`src/rtl/dcache_pkg.sv`:
```
// dcache_pkg: shared types and helpers for the set-associative data cache.
// Provides the controller state enum and log2-style width helpers.
package dcache_pkg;

    typedef enum logic [2:0] {
        IDLE,
        LOOKUP,
        MEM_REQ,
        MEM_WAIT,
        RESP
    } stateT;

    // Ceiling log2; clog2(1) = 0.
    function automatic int clog2(input int n);
        int r;
        r = 0;
        for (int i = 0; i < 31; i++) begin
            if ((1 << i) < n) r = i + 1;
        end
        return r;
    endfunction

    // Way-pointer width; a direct-mapped cache still needs one bit.
    function automatic int ptrWidth(input int ways);
        return (ways > 1) ? clog2(ways) : 1;
    endfunction

endpackage

```
`src/rtl/dcache_victim_sel.sv`:
```
// dcache_victim_sel: picks the fill way for one set.
// Ports: validVec/ptr in, victim way and updated round-robin ptr out.
module dcache_victim_sel
    import dcache_pkg::*;
#(
    parameter int WAYS  = 2,
    parameter int PTR_W = 1
) (
    input  logic [WAYS-1:0]  validVec,
    input  logic [PTR_W-1:0] ptr,
    output logic [PTR_W-1:0] victim,
    output logic [PTR_W-1:0] nextPtr
);

    always_comb begin
        victim  = ptr;
        nextPtr = (ptr == PTR_W'(WAYS - 1)) ? '0 : ptr + 1'b1;
        // Descending scan so the lowest invalid way is the last to win.
        for (int w = WAYS - 1; w >= 0; w--) begin
            if (!validVec[w]) victim = PTR_W'(w);
        end
        // Filling an empty way leaves the round-robin pointer alone.
        if (!(&validVec)) nextPtr = ptr;
    end

endmodule

```
`src/rtl/data_cache_sa.sv`:
```
// data_cache_sa: set-associative, write-through, no-write-allocate D-cache.
// CPU side: cpu_req_*/cpu_we/cpu_addr/cpu_wdata in, cpu_rvalid/rdata/hit out.
// Memory side: mem_req_valid/we/addr/wdata out, mem_req_ready/rvalid/rdata in.
// Define DCACHE_STATS_EN to add the hit_count/miss_count ports.
module data_cache_sa
    import dcache_pkg::*;
#(
    parameter int ADDR_W   = 32,
    parameter int DATA_W   = 32,
    parameter int SETS     = 8,
    parameter int WAYS     = 2,
    parameter int OFFSET_W = 2
) (
    input  logic              clk,
    input  logic              rst,
    input  logic              cpu_req_valid,
    output logic              cpu_req_ready,
    input  logic              cpu_we,
    input  logic [ADDR_W-1:0] cpu_addr,
    input  logic [DATA_W-1:0] cpu_wdata,
    output logic              cpu_rvalid,
    output logic [DATA_W-1:0] cpu_rdata,
    output logic              cpu_hit,
    output logic              mem_req_valid,
    input  logic              mem_req_ready,
    output logic              mem_we,
    output logic [ADDR_W-1:0] mem_addr,
    output logic [DATA_W-1:0] mem_wdata,
    input  logic              mem_rvalid,
    input  logic [DATA_W-1:0] mem_rdata
`ifdef DCACHE_STATS_EN
    ,
    output logic [31:0]       hit_count,
    output logic [31:0]       miss_count
`endif
);

    localparam int IDX_W = clog2(SETS);
    localparam int WA_W  = ADDR_W - OFFSET_W;
    localparam int TAG_W = WA_W - IDX_W;
    localparam int PTR_W = ptrWidth(WAYS);

    stateT state, nextState;

    logic [WAYS-1:0]   validArr [SETS];
    logic [PTR_W-1:0]  ptrArr   [SETS];
    logic [TAG_W-1:0]  tagArr   [SETS][WAYS];
    logic [DATA_W-1:0] dataArr  [SETS][WAYS];

    logic              reqWe;
    logic              reqHit;
    logic [WA_W-1:0]   reqWord;
    logic [DATA_W-1:0] reqWdata;
    logic [IDX_W-1:0]  reqIdx;
    logic [TAG_W-1:0]  reqTag;

    logic              hitAny;
    logic [PTR_W-1:0]  hitWay;
    logic [PTR_W-1:0]  victimWay;
    logic [PTR_W-1:0]  nextPtr;
    logic              unusedOffset;

    // Byte-offset bits never take part in lookup.
    assign unusedOffset = ^cpu_addr[OFFSET_W-1:0];

    assign reqIdx = reqWord[IDX_W-1:0];
    assign reqTag = reqWord[WA_W-1:IDX_W];

    assign cpu_req_ready = (state == IDLE);
    assign cpu_rvalid    = (state == RESP);

    always_comb begin
        hitAny = 1'b0;
        hitWay = '0;
        for (int w = WAYS - 1; w >= 0; w--) begin
            if (validArr[reqIdx][w] && tagArr[reqIdx][w] == reqTag) begin
                hitAny = 1'b1;
                hitWay = PTR_W'(w);
            end
        end
    end

    dcache_victim_sel #(
        .WAYS  (WAYS),
        .PTR_W (PTR_W)
    ) uVictim (
        .validVec (validArr[reqIdx]),
        .ptr      (ptrArr[reqIdx]),
        .victim   (victimWay),
        .nextPtr  (nextPtr)
    );

    always_ff @(posedge clk) begin
        if (rst) state <= IDLE;
        else     state <= nextState;
    end

    always_comb begin
        nextState = state;
        unique case (state)
            IDLE:     if (cpu_req_valid) nextState = LOOKUP;
            LOOKUP:   nextState = (!reqWe && hitAny) ? RESP : MEM_REQ;
            MEM_REQ:  if (mem_req_ready) nextState = reqWe ? RESP : MEM_WAIT;
            MEM_WAIT: if (mem_rvalid) nextState = RESP;
            RESP:     nextState = IDLE;
            default:  nextState = IDLE;
        endcase
    end

    always_ff @(posedge clk) begin
        if (rst) begin
            for (int s = 0; s < SETS; s++) begin
                validArr[s] <= '0;
                ptrArr[s]   <= '0;
            end
            reqWe         <= 1'b0;
            reqHit        <= 1'b0;
            reqWord       <= '0;
            reqWdata      <= '0;
            cpu_rdata     <= '0;
            cpu_hit       <= 1'b0;
            mem_req_valid <= 1'b0;
            mem_we        <= 1'b0;
            mem_addr      <= '0;
            mem_wdata     <= '0;
        end else begin
            case (state)
                IDLE: begin
                    if (cpu_req_valid) begin
                        reqWe    <= cpu_we;
                        reqWord  <= cpu_addr[ADDR_W-1:OFFSET_W];
                        reqWdata <= cpu_wdata;
                    end
                end
                LOOKUP: begin
                    reqHit <= hitAny;
                    if (!reqWe && hitAny) begin
                        cpu_rdata <= dataArr[reqIdx][hitWay];
                        cpu_hit   <= 1'b1;
                    end else begin
                        mem_req_valid <= 1'b1;
                        mem_we        <= reqWe;
                        mem_addr      <= {reqWord, {OFFSET_W{1'b0}}};
                        mem_wdata     <= reqWdata;
                    end
                end
                MEM_REQ: begin
                    if (mem_req_ready) begin
                        mem_req_valid <= 1'b0;
                        mem_we        <= 1'b0;
                        if (reqWe) cpu_hit <= reqHit;
                    end
                end
                MEM_WAIT: begin
                    if (mem_rvalid) begin
                        validArr[reqIdx][victimWay] <= 1'b1;
                        ptrArr[reqIdx]              <= nextPtr;
                        cpu_rdata                   <= mem_rdata;
                        cpu_hit                     <= 1'b0;
                    end
                end
                default: ;
            endcase
        end
    end

    // Tag/data storage needs no reset; valid bits gate every use.
    always_ff @(posedge clk) begin
        if (!rst) begin
            if (state == LOOKUP && reqWe && hitAny) begin
                dataArr[reqIdx][hitWay] <= reqWdata;
            end
            if (state == MEM_WAIT && mem_rvalid) begin
                tagArr[reqIdx][victimWay]  <= reqTag;
                dataArr[reqIdx][victimWay] <= mem_rdata;
            end
        end
    end

`ifdef DCACHE_STATS_EN
    always_ff @(posedge clk) begin
        if (rst) begin
            hit_count  <= '0;
            miss_count <= '0;
        end else if (state == LOOKUP) begin
            if (hitAny) hit_count  <= hit_count + 32'd1;
            else        miss_count <= miss_count + 32'd1;
        end
    end
`endif

endmodule
```
`config.mk`:
```
export PLATFORM = sky130hd
export DESIGN_NAME = data_cache_sa
export DESIGN_NICKNAME = d
export VERILOG_FILES = /design/src/rtl/dcache_pkg.sv /design/src/rtl/dcache_victim_sel.sv /design/src/rtl/data_cache_sa.sv
export SDC_FILE = /design/constraint.sdc
export NUM_CORES = 1
export LEC_CHECK = 0
export CELL_PAD_IN_SITES_DETAIL_PLACEMENT = 2
export CELL_PAD_IN_SITES_GLOBAL_PLACEMENT = 2
export CORE_MARGIN = 2
export CORE_UTILIZATION = 45
export CTS_CLUSTER_SIZE = 24
export DETAILED_ROUTE_END_ITERATION = 10
export GPL_TIMING_DRIVEN = 0
export HOLD_SLACK_MARGIN = 0.02
export PLACE_DENSITY_LB_ADDON = 0.2
export RECOVER_POWER = 25
export SETUP_SLACK_MARGIN = 0.2
export SYNTH_ARGS = -nofsm -noshare
export SYNTH_HDL_FRONTEND = slang
export SYNTH_SLANG_ARGS = --single-unit
```
`constraint.sdc`:
```
create_clock -name clk -period 8.8 [get_ports clk]
set_input_delay 2.2 -clock clk [delete_from_list [all_inputs] [get_ports clk]]
set_output_delay 2.2 -clock clk [all_outputs]
set_load 0.1 [all_outputs]
```
==> impl_metrics.toml <==
[outcome]
status = "complete, but fails checks"
violations = "max-capacitance violations, max-slew violations"

[timing]
setup_viol_count_final = 0
min_period_over_period = 0.8584
finalHoldViolations = 0
fmax_ghz = 0.1324
maxSlewViolCount = 45
clock_skew_ps = 26.86
fin_crit_ps = 7554
tightest_slew_ps = 2135
rsz0062_at_grt = "false"
relSlewSlack = -0.4234

[synth]
synth_largest_area_cell = "edfxtp_1"
postSynthCellCount = 2747
yosys.area.top_type_share = 0.6291
ys_types = 56
yosysMostFrequentCell = "edfxtp_1"
avgSynthCellArea_um2 = 16.54
yosysWarnings = 0
synth_edf_count = 952
syn_area_um2 = 45440
async_reset_ff_frac = 0
synth_seq_area_share = 0.7097
synth_ff_type = "edfxtp_1"
ys_top_cells_by_area = "edfxtp_1 63%, mux4_2 9.2%, dfxtp_1 8.1%, mux2i_1 3.0%, a21oi_1 2.0%"
synth_common_cells = "952 x edfxtp_1, 244 x nand2_1, 186 x mux4_2, 185 x a21oi_1, 183 x dfxtp_1"
synth-seq-cells = 1135

[routing]
viasPerCell = 6.314
dr.pass1.iters = 5
drt-initial-drc-count = 2990
postRouteWirelength_um = 164700
drc = 0
wire_per_inst_um = 36.50
postRouteAntennaNets = 0
via_count = 28490

[clocking]
path_clk_slew_ps = 60
root_buffer = "clkbuf_16"
cts.sinks = 1135
ctsResizeCount = 0
holdBufCountCts = 0
post-cts-setup-buffers = 0
clock_latency_ps = 720
clockBufferDepth = 3
cts_buffers = 118
cts.htree.levels = 3
cts_tree = "yes"

[critical_path]
crit_required_ps = 9210
path_cells = "buf_6 -> buf_6 -> buf_6 -> buf_6 -> buf_6 -> clkbuf_1 -> mux4_2 -> nand2_1 -> nand2_1 -> o21ai_0 -> nor4_1 -> nand4_1 -> buf_2 -> clkbuf_1 -> nor3_1 -> nor2_1 -> nor4_2 -> buf_6 -> buf_4 -> buf_4 -> buf_4"
start_kind = "flip-flop"
crit_arrival_ps = 7960
end_kind = "flip-flop"
worstPathMaxFanout = 10
worstReg2RegEnd = "dataArr[0][25]"
worst-r2r-cell-count = 21
path_common_cell = "buf_6"
crit_path_max_incr_delay_ps = 940
reg2reg_setup_slack_ps = 1250
crit_type = "reg2reg"
critPathSlowestCell = "nor4_2"

[die]
die_h_um = 321.8
initial_core_util = 0.4537
fp.coreArea_um2 = 100100
std_cell_rows = 116
die-area_um2 = 103500
ios = 203
fp.dieW_um = 321.8

[worst_hold_path]
hp-class = "reg2reg"
holdCritStartpoint = "cpu_rdata[0]"
whs_endpoint = "cpu_rdata[0]"
hold_depth = 2

[power]
p_total_w = 0.01226
p_leak_nw = 17.26
vdd_drop_max_v = 0.0001670
p_per_area_nw_per_um2 = 227.2

[global_route]
grt_pass1_vias = 31240
grt_max_degree = 25
grt_pass1_wl_um = 233600
antenna_found_initial = 12
grt_use_total = 0.3202
grt_overflow = 0

[place]
routabilityCongestion = 0.8906
dpl-instance-area_um2 = 50090
io_buffers = 197
hpwlAfterDp_um = 114000

[flow_run]
timing.max_cap.violations = 2

[layout]
area_growth_pct = 18.73
fin_area_um2 = 53950
layout-drive-gt1-share = 0.1859
final_util = 0.5387
nets = 3209
-- flip-flops by register name, indices dropped and copies added, names as in the netlist, named ones only --
name and flops:
cpu_hit 1, cpu_rdata 32, dataArr 512, mem_addr 30
mem_req_valid 1, mem_wdata 32, mem_we 1, ptrArr 8
reqHit 1, reqWdata 32, reqWe 1, reqWord 30
state 3, tagArr 432, validArr 16
-- how the worst max path moves through the flow --
stage              start             end  slack (ps)  depth (start not counted)
2_1_floorplan        rst   dataArr[0][0]        2060                          6
3_3_place_gp   flip-flop  dataArr[0][59]       -3250                         12
3_5_place_dp         rst  dataArr[0][25]        1810                         10
4_1_cts        flip-flop  dataArr[0][25]        1640                         18
5_1_grt        flip-flop  dataArr[0][25]        1140                         21
6_report       flip-flop  dataArr[0][25]        1250                         21
-- critical path, delay by kind of cell, from the launching register on --
family | cells | cell delay (ps)
DFF | 1 | 380
muxes | 1 | 390
and+or+nand+nor | 7 | 2630
buffers and inverters | 12 | 3570
AOI/OAI and AO/OA | 1 | 220
-- final cells by class --
class | count | area, um^2
well taps | 1298 | 1624
fillers | 8802 | 46200
clock buffers | 171 | 3323
inverters | 42 | 157.7
diodes | 3 | 7.507
plain buffers | 197 | 934.6
clock inverters | 53 | 563.0
flip-flops and latches | 1135 | 32250
repair buffers | 239 | 2750
multi-input cells | 1374 | 12340
-- cell families after synthesis --
logic type,Yosys count,synth area share
buffers and inverters,239,0.02412
muxes,388,0.1384
and+or+nand+nor,442,0.04304
AOI/OAI and AO/OA,514,0.07919
other,1,0.00008252
DFF,1135,0.7097
xor gates and xnor gates,28,0.005397
-- cell usage in the layout, fill, tap and decap left out, drive strengths merged, types with 3 or more instances in the layout --
cell	Yosys	routed
o211a	33	33
mux4	186	186
clkinvlp	0	5
and2	4	4
and4	3	3
or2	8	8
xnor2	15	15
nor4	6	6
a221oi	66	66
mux2	64	64
nor2b	5	5
diode	0	3
inv	40	44
and3	18	18
nor3	6	6
edfxtp	952	952
buf	69	108
o22ai	4	4
o22a	4	4
o31ai	32	32
a21oi	186	186
nor2	51	51
o21ai	70	70
nand4	7	7
clkdlybuf4s50	0	196
nand3	75	75
nand3b	5	5
a211oi	32	32
xor2	13	13
bufinv	0	11
dfxtp	183	183
clkinv	2	35
clkbuf	128	302
a22oi	52	52
a21o	25	25
mux2i	138	138
nand2	244	244
-- per-stage QoR --
step / instances / setup WS (ps) / hold WS [ps] / TNS (ps)
floorplan: 2748 / 2062 / 421.0 / 0
global placement: 4243 / -3246 / 428.2 / -189280
detailed placement: 4284 / 1806 / 445.2 / 0
CTS: 4508 / 1644 / 463.3 / 0
global route: 4509 / 1142 / 481.6 / 0
finish: 4512 / 1246 / 462.6 / 0
-- where the power goes --
group | switching (W) | internal (W) | leakage [nW] | total [W]
clock | 0.00217 | 0.00294 | 1.90 | 0.00511
sequential | 0.000134 | 0.00591 | 10.2 | 0.00604
combinational | 0.000738 | 0.000374 | 5.18 | 0.00111
-- per-layer routing --
layer / global-route usage / part of all wire
met5: 0 / 0.00039
met4: 0.1611 / 0.056
met3: 0.05822 / 0.066
met2: 0.5412 / 0.50
met1: 0.3959 / 0.38
(Power assumes the default switching activity.)
